===== config.mk =====
export PLATFORM = sky130hd
export DESIGN_NAME = lvds_serdes_loopback
export DESIGN_NICKNAME = d
export VERILOG_FILES = /design/src/rtl/lvds_pkg.sv /design/src/rtl/lvds_rx_deser.sv /design/src/rtl/lvds_serdes_loopback.sv
export SDC_FILE = /design/constraint.sdc
export NUM_CORES = 1
export LEC_CHECK = 0
export BUFFER_PORTS_ARGS = -buffer_cell sky130_fd_sc_hd__buf_2
export CAP_MARGIN = 10
export CELL_PAD_IN_SITES_DETAIL_PLACEMENT = 0
export CELL_PAD_IN_SITES_GLOBAL_PLACEMENT = 2
export CORE_MARGIN = 3
export CORE_UTILIZATION = 34
export DETAILED_ROUTE_END_ITERATION = 8
export PLACE_DENSITY_LB_ADDON = 0.1
export SYNTH_ARGS = -nofsm -noshare
export SYNTH_HDL_FRONTEND = slang
export SYNTH_SLANG_ARGS = --single-unit

===== constraint.sdc =====
create_clock -name clk -period 2.4 [get_ports clk]
set_input_delay 0.12 -clock clk [delete_from_list [all_inputs] [get_ports clk]]
set_output_delay 0.12 -clock clk [all_outputs]
set_load 0.02 [all_outputs]

===== src/rtl/lvds_pkg.sv =====
// Shared defaults and helpers for the LVDS serializer/deserializer loopback.
// Contents:
//   SER_FACTOR_DEF  - default bits per word (clk cycles per frame)
//   LOCK_CYCLES_DEF - default clk cycles from reset release to tx_locked
//   clog2()         - counter width for a given modulus
package lvds_pkg;

   localparam int SER_FACTOR_DEF  = 8;
   localparam int LOCK_CYCLES_DEF = 16;

   // Width needed to count 0..value-1; elaborated as a constant function.
   function automatic int clog2(input int value);
      int width;
      width = 0;
      while ((1 << width) < value) width++;
      return width;
   endfunction

endpackage


===== src/rtl/lvds_rx_deser.sv =====
// RX side of the LVDS loopback: frames the serial stream on rising edges of
// the incoming frame clock, applies bit-slip, and assembles recovered words.
// Ports:
//   clk, rst   - bit-rate clock, asynchronous active-high reset
//   ser        - serial data (MSB of each word first)
//   frm        - frame clock, sampled as data; its rising edge marks bit MSB
//   align      - bit-slip request, one slip per rising edge
//   locked     - set by the first frame-clock rising edge, held until reset
//   data       - recovered word, updated once per word
//   outclock   - recovered word clock (high for the first half of a word)
module lvds_rx_deser
   import lvds_pkg::*;
#(
   parameter int SER_FACTOR = SER_FACTOR_DEF
) (
   input  logic                  clk,
   input  logic                  rst,
   input  logic                  ser,
   input  logic                  frm,
   input  logic                  align,
   output logic                  locked,
   output logic [SER_FACTOR-1:0] data,
   output logic                  outclock
);

   localparam int             CW       = clog2(SER_FACTOR);
   localparam logic [CW-1:0]  LAST_BIT = CW'(SER_FACTOR - 1);
   localparam logic [CW-1:0]  HALF     = CW'(SER_FACTOR / 2);

   logic                  frm_prev;
   logic                  align_prev;
   logic [CW-1:0]         slip;
   logic [CW-1:0]         rx_cnt;    // position of the next sample within a word
   logic [SER_FACTOR-1:0] shift;

   logic                  frame_rise;
   logic                  slip_req;
   logic [CW-1:0]         slip_now;
   logic [CW-1:0]         pos;

   // NOTE: every signal driven here gets a value on every path, so no latch is inferred.
   always_comb begin
      frame_rise = frm & ~frm_prev;
      slip_req   = align & ~align_prev;
      // A slip landing on a re-sync edge takes effect on that very edge.
      slip_now   = slip + CW'(slip_req);
      // The frame edge samples the word MSB; each slip pushes the word
      // boundary one bit later, so that sample sits 'slip' positions from
      // the end of the slipped word.
      pos        = frame_rise ? (CW'(0) - slip_now) : rx_cnt;
   end

   // NOTE: sequential state uses <= so every register sees pre-edge values.
   always_ff @(posedge clk or posedge rst) begin
      if (rst) begin
         frm_prev   <= 1'b0;
         align_prev <= 1'b0;
         slip       <= '0;
         rx_cnt     <= '0;
         shift      <= '0;
         locked     <= 1'b0;
         data       <= '0;
      end else begin
         frm_prev   <= frm;
         align_prev <= align;
         slip       <= slip_now;
         shift      <= {shift[SER_FACTOR-2:0], ser};
         if (frame_rise) locked <= 1'b1;
         if (locked || frame_rise) begin
            rx_cnt <= pos + 1'b1;
            if (pos == LAST_BIT) data <= {shift[SER_FACTOR-2:0], ser};
         end
      end
   end

   assign outclock = locked & (rx_cnt < HALF);

endmodule


===== src/rtl/lvds_serdes_loopback.sv =====
// Behavioural single-clock LVDS serializer/deserializer pair for loopback
// testing. TX latches one word per frame and shifts it out MSB first with a
// forwarded frame clock; RX (lvds_rx_deser) re-frames and recovers words.
// Build option: define LVDS_INTERNAL_LOOPBACK_EN to feed the RX path from the
// internal tx_out / tx_outclock instead of the rx_in / rx_inclock ports.
// Ports:
//   clk, rst       - bit-rate clock, asynchronous active-high reset
//   tx_in          - parallel word, sampled only on the frame's first edge
//   tx_out         - serial data, MSB first
//   tx_outclock    - forwarded frame clock, high for the first half word
//   tx_coreclock   - parallel-side word clock, same waveform as tx_outclock
//   tx_locked      - TX "PLL" locked, LOCK_CYCLES clks after reset release
//   tx_done        - one-cycle pulse while bit 0 is on the line
//   rx_data_align  - bit-slip request (rising-edge sensitive)
//   rx_in          - serial data in
//   rx_inclock     - frame clock in
//   rx_locked      - RX framed
//   rx_data        - recovered word
//   rx_outclock    - recovered word clock
module lvds_serdes_loopback
   import lvds_pkg::*;
#(
   parameter int SER_FACTOR  = SER_FACTOR_DEF,
   parameter int LOCK_CYCLES = LOCK_CYCLES_DEF
) (
   input  logic                  clk,
   input  logic                  rst,
   input  logic [SER_FACTOR-1:0] tx_in,
   output logic                  tx_out,
   output logic                  tx_outclock,
   output logic                  tx_coreclock,
   output logic                  tx_locked,
   output logic                  tx_done,
   input  logic                  rx_data_align,
   input  logic                  rx_in,
   input  logic                  rx_inclock,
   output logic                  rx_locked,
   output logic [SER_FACTOR-1:0] rx_data,
   output logic                  rx_outclock
);

   localparam int             CW        = clog2(SER_FACTOR);
   localparam int             LW        = clog2(LOCK_CYCLES + 1);
   localparam logic [CW-1:0]  LAST_BIT  = CW'(SER_FACTOR - 1);
   localparam logic [CW-1:0]  HALF      = CW'(SER_FACTOR / 2);
   localparam logic [LW-1:0]  LOCK_LAST = LW'(LOCK_CYCLES - 1);

   logic [LW-1:0]         lock_cnt;
   logic [CW-1:0]         cnt;
   logic [SER_FACTOR-1:0] shreg;
   logic                  rx_ser;
   logic                  rx_frm;

   // Lock counter stops once locked; tx_locked holds until reset.
   always_ff @(posedge clk or posedge rst) begin
      if (rst) begin
         lock_cnt  <= '0;
         tx_locked <= 1'b0;
      end else if (!tx_locked) begin
         lock_cnt <= lock_cnt + 1'b1;
         if (lock_cnt == LOCK_LAST) tx_locked <= 1'b1;
      end
   end

   // The frame's first edge drives tx_in's MSB straight onto the line so it
   // appears in the cycle right after the load; later edges present the next
   // bit of the shifting word. cnt wraps naturally (SER_FACTOR is 2**CW).
   always_ff @(posedge clk or posedge rst) begin
      if (rst) begin
         cnt         <= '0;
         shreg       <= '0;
         tx_out      <= 1'b0;
         tx_outclock <= 1'b0;
         tx_done     <= 1'b0;
      end else if (!tx_locked) begin
         cnt         <= '0;
         tx_out      <= 1'b0;
         tx_outclock <= 1'b0;
         tx_done     <= 1'b0;
      end else begin
         cnt         <= cnt + 1'b1;
         tx_outclock <= (cnt < HALF);
         tx_done     <= (cnt == LAST_BIT);
         if (cnt == '0) begin
            shreg  <= tx_in;
            tx_out <= tx_in[SER_FACTOR-1];
         end else begin
            shreg  <= shreg << 1;
            tx_out <= shreg[SER_FACTOR-2];
         end
      end
   end

   assign tx_coreclock = tx_outclock;

`ifdef LVDS_INTERNAL_LOOPBACK_EN
   logic loopback_unused;
   assign loopback_unused = rx_in | rx_inclock;
   assign rx_ser          = tx_out;
   assign rx_frm          = tx_outclock;
`else
   assign rx_ser = rx_in;
   assign rx_frm = rx_inclock;
`endif

   lvds_rx_deser #(
      .SER_FACTOR (SER_FACTOR)
   ) u_rx (
      .clk      (clk),
      .rst      (rst),
      .ser      (rx_ser),
      .frm      (rx_frm),
      .align    (rx_data_align),
      .locked   (rx_locked),
      .data     (rx_data),
      .outclock (rx_outclock)
   );

endmodule


# Word level (Yosys, flattened, before mapping)

Cells that the tools add are included.

Register bits after elaboration: 43
Latch bits: 0
RAM bits: 0
ROM bits: 0
Bits of input ports: 13
Logic and storage cells: 41
Memories kept: 0

Add/sub/neg operators: 5
$mul: 0
Divide/modulo/power cells: 0
$lt $le $gt $ge: 2
Equality and inequality tests: 3
Shift operators: 0
Mux-type cells: 9
Bitwise gates (word level): 5
Reduce and logical (&&, ||, !) cells: 3

Operator list:

| cell                | count |
|---|---|
| $mux 7              | 1 |
| $add 3x1->3 const B | 2 |
| $eq 3x3->1 const B  | 2 |
| $lt 3x3->1 const B  | 2 |
| $mux 1              | 6 |
| $mux 3              | 2 |
| $add 5x1->5 const B | 1 |
| $eq 5x4->1 const B  | 1 |
| $add 3x1->3         | 1 |
| $and 1x1->1         | 3 |
| $logic_not 3->1     | 1 |
| $sub 1x3->3 const A | 1 |
| $not 1->1           | 2 |
| $reduce_and 2->1    | 1 |
| $logic_or 1x1->1    | 1 |

# Longest topological paths before layout

Depth in word-level cells: 7
Gate-level depth with buffers: 10
Gate-level depth less buffers: 10

# Modules after synthesis

A second synthesis with hierarchy kept.

Cell total of the unflattened synthesis: 133
Area, all modules: 1767.9 µm²

By module, submodules not included:

| module               | times used | cells an instance | area an instance (µm²) | sequential area each (µm²) |
|---|---|---|---|---|
| lvds_rx_deser        | 1          | 62                | 923.4                  | 600.6 |
| lvds_serdes_loopback | 1          | 71                | 844.6                  | 475.5 |

# Least setup slack after synthesis

Ideal clock, no wire load.

Kind: register -> register
Start point: register u_rx.slip[0]
End point: register u_rx.data[0]
Library setup time: 0.125 ns
Arrival time: 2.205 ns
Required time: 2.275 ns
Slack: 0.071 ns
Cell stages (with the launch flop): 10
Buffers on the path: 0
Clock period less this slack: 2.329 ns
Path through: dfrtp_1 -> ha_1 -> ha_1 -> inv_1 -> ha_1 -> mux2_2 -> ha_1 -> ha_1 -> o21ai_4 -> mux2_2

Longest elaborated chain between the ends: 5

Ends and longest elaborated chain:

| item                       | RTL line            | RTL |
|---|---|---|
| from (decl)                | lvds_rx_deser.sv:32 | `logic [CW-1:0] slip;` |
| from (signal assigned)     | lvds_rx_deser.sv:66 | `slip <= slip_now;` |
| $add 3x1->3                | lvds_rx_deser.sv:46 | `slip_now = slip + CW'(slip_req);` |
| named net u_rx.slip_now[1] | lvds_rx_deser.sv:38 | `logic [CW-1:0] slip_now;` |
| $sub 1x3->3                | lvds_rx_deser.sv:50 | `pos = frame_rise ? (CW'(0) - slip_now) : rx_cnt;` |
| $mux 3                     | lvds_rx_deser.sv:50 |  |
| $eq 3x3->1                 | lvds_rx_deser.sv:71 | `if (pos == LAST_BIT) data <= {shift[SER_FACTOR-2:0], ser};` |
| $reduce_and 2->1 (no line) | n/a                 |  |
| to (signal assigned)       | lvds_rx_deser.sv:71 |  |
| to (decl)                  | lvds_rx_deser.sv:22 | `output logic [SER_FACTOR-1:0] data,` |

The timed path passes the listed nets, and every way through them passes these cells.
A chain may end at the register's enable or synchronous reset.

# Worst setup path after layout

Start point: register u_rx.align_prev
End point: register u_rx.data[1]

Longest elaborated chain between the ends: 7

Ends and longest elaborated chain:

| item                       | RTL line            | RTL |
|---|---|---|
| from (decl)                | lvds_rx_deser.sv:31 | `logic align_prev;` |
| from (signal assigned)     | lvds_rx_deser.sv:65 | `align_prev <= align;` |
| $not 1->1                  | lvds_rx_deser.sv:44 | `slip_req = align & ~align_prev;` |
| $and 1x1->1                | lvds_rx_deser.sv:44 |  |
| $add 3x1->3                | lvds_rx_deser.sv:46 |  |
| named net u_rx.slip_now[1] | lvds_rx_deser.sv:38 |  |
| $sub 1x3->3                | lvds_rx_deser.sv:50 |  |
| $mux 3                     | lvds_rx_deser.sv:50 |  |
| $eq 3x3->1                 | lvds_rx_deser.sv:71 |  |
| $reduce_and 2->1 (no line) | n/a                 |  |

The timed path passes the listed nets, and every way through them passes these cells.

==> results.ini <==
[sta]
worst_pin_slew_ps = 751.8
hold_violations = 0
period_minus_slack_ps = 2315
hold_slack_ps = 65.01
fin_skew_ps = 5.355
setup_violations = 0
fmax_mhz = 431.9
rsz0062_at_grt = yes
fin_tns_setup_ps = 0
fin_crit_sh_pct = 96.48
slew_violations = 0
layout_setup_ws_ps = 84.57
maxSlewHeadroom_pct = 49.88

[synthesis]
synth_edf_count = 0
synth.top_cell.area_share_pct = 61.69
syn_inst = 128
yosysMostFrequentCell = dfrtp_1
synth_seq_cells = 43
syn_nets = 151
netlist-cell-type-count = 23
synth.area.top_cells = dfrtp_1 62%, mux2_2 8.4%, ha_1 7.2%
ys.flop_type = dfrtp_1
postSynthAreaPerCell_um2 = 13.63
async_flop_share_pct = 100.0
synth_top_area_cell = dfrtp_1
ys_warn_count = 0
synth_area_mm2 = 0.001744
synth_commonest_cells = 43 x dfrtp_1, 13 x mux2_2, 10 x ha_1
ys_seq_area_share_pct = 61.69

[power_and_ir_drop]
total_power_uw = 2249
ir_drop_uv = 448.5
p_leak_uw = 0.001036
power.density_mw_per_mm2 = 1024

[die]
pin_count = 28
rows = 25
die_x_um = 77.63
initial_core_util_pct = 35.97
dieHeight_um = 77.63
dieArea_mm2 = 0.006026
core_area_mm2 = 0.004848

[clock_tree]
cts.path.max_buffers = 2
path_clk_slew_ps = 80
cts_sinks = 43
cts_tree = done
cts_htree_levels = 2
clock_latency_ps = 290
clk_root_buffer_cell = clkbuf_8
numCtsBuffers = 5

[global_route]
track_usage_pct = 10.55
grt_max_degree = 44
grt_pass1_wl_um = 5016
antenna_found_initial = 0
gr-total-overflow = 0
grt_pass1_vias = 1099

[critical_path]
required_ps = 2570
arrival_ps = 2490
critical_path_class = flip-flop to flip-flop
critical_path.max_fanout = 8
worst_setup_path_end_kind = flip-flop
worst_setup_path_start_kind = flip-flop

[run_status]
outcome = finished, final reports clean

[detailed_routing]
drt-pass1-iter-count = 2
num_vias = 1005
vias_per_cell = 4.351
remaining_drc_errors = 0
wl_per_cell_um = 12.10
ant_nets = 0
drt_iter0_markers = 41
wl_um = 2796

[final_layout]
areaGrowthSynthToFinish_pct = 25.90
nets = 186
nFillCells = 460
final_util_pct = 45.29
multi_input_area_um2 = 688.2
regArea_mm2 = 0.001076
diodes = 0
drive_above_1_share_pct = 36.59

[placed_design]
place_ws_ps = -40.62
dpl.hpwl_um = 1831
gp_congestion = 0.6783
portBuffers = 27

[min_path]
hold_class = input port to flip-flop

[run]
maxCapViolCount = 0

[metrics by stage]
step	instances	cell area (um^2)
final	231	2196
after global routing	231	2196
after CTS	231	2165
after detailed placement	219	1949
after global placement	219	1949
after floorplan	128	1744
[per-layer routing]
| metal | up-vias | GRT usage [%] | wire length (um) |
|---|---|---|---|
| met4 | 0 | 4.270 | 29 |
| li1 | 488 | - | - |
| met1 | 494 | 12.43 | 1274 |
| met2 | 18 | 17.12 | 1350 |
| met3 | 5 | 4.176 | 141 |
| met5 | - | 0 | 0 |
[cells by family (layout without fill, tap and decap cells)]
family / Yosys count / count (layout) / synth area share, %
AOI/OAI and AO/OA: 10 / 10 / 3.515
adders and majority gates: 10 / 10 / 7.174
muxes: 21 / 21 / 12.98
DFF: 43 / 43 / 61.69
xor gates and xnor gates: 6 / 6 / 3.013
and+or+nand+nor: 24 / 24 / 7.820
buffers and inverters: 14 / 50 / 3.802
[power breakdown]
part	total (uW)	internal [uW]	switching, uW	leakage, uW
sequential	932	862	70.0	0.000505
clock	577	337	240	0.0000612
combinational	740	395	345	0.000470
total	2250	1590	655	0.00104
[flip-flops by register name, summed over array words and instances (netlist names), 3 cells and up]
register	cells
u_rx.data	8
u_rx.shift	7
shreg	7
u_rx.rx_cnt	3
lock_cnt	5
u_rx.slip	3
cnt	3
[cell usage in the layout, fill, tap and decap left out, drive strengths merged]
master       synthesis  routed
a21oi                8       8
and2                 3       3
and3                 1       1
buf                  4      30
bufinv               0       1
clkbuf               2       6
clkinv               0       2
dfrtp               43      43
dlygate4sd3          0       4
ha                  10      10
inv                  8       7
mux2                13      13
mux2i                8       8
nand2b               1       1
nand3                1       1
nand4b               1       1
nor2                 9       9
nor2b                7       7
o21ai                2       2
or2                  1       1
xnor2                3       3
xor2                 3       3
[repair_timing]
item	CTS	global route
hold buffers	4	0
endpoints found under the hold margin	46	0
setup endpoints to repair	8	8
buffers inserted	0	0
pin swaps	2	4
gates resized for setup	13	5
[final timing paths]
path | start | end | slack [ps] | depth (start not counted)
min in group asynchronous | rst | u_rx.shift[4] | 490 | 4
worst max-delay path | u_rx.align_prev | u_rx.data[1] | 80 | 10
worst min-delay path | tx_in[0] | shreg[0] | 70 | 3
worst min register to register | u_rx.shift[2] | u_rx.shift[3] | 380 | 0
max in group asynchronous | rst | cnt[0] | 1550 | 4
worst max register to register | u_rx.align_prev | u_rx.data[1] | 80 | 10
[worst max-delay path, stage by stage, from the launching register on]
cell	delay (ps)
dfrtp_1	360
nor2b_1	110
ha_2	200
ha_4	210
inv_4	50
ha_4	180
mux2_4	270
ha_4	160
ha_4	150
o21ai_4	160
mux2_4	340
[final cells by class]
class                   count  area share (%)
clock buffers               6           3.761
clock inverters             2           1.595
multi-input cells          71           31.34
flip-flops and latches     43           49.00
well taps                  67           3.818
repair buffers             34           9.003
inverters                   8           1.481
Note: power is estimated with default switching activity, not from simulation.
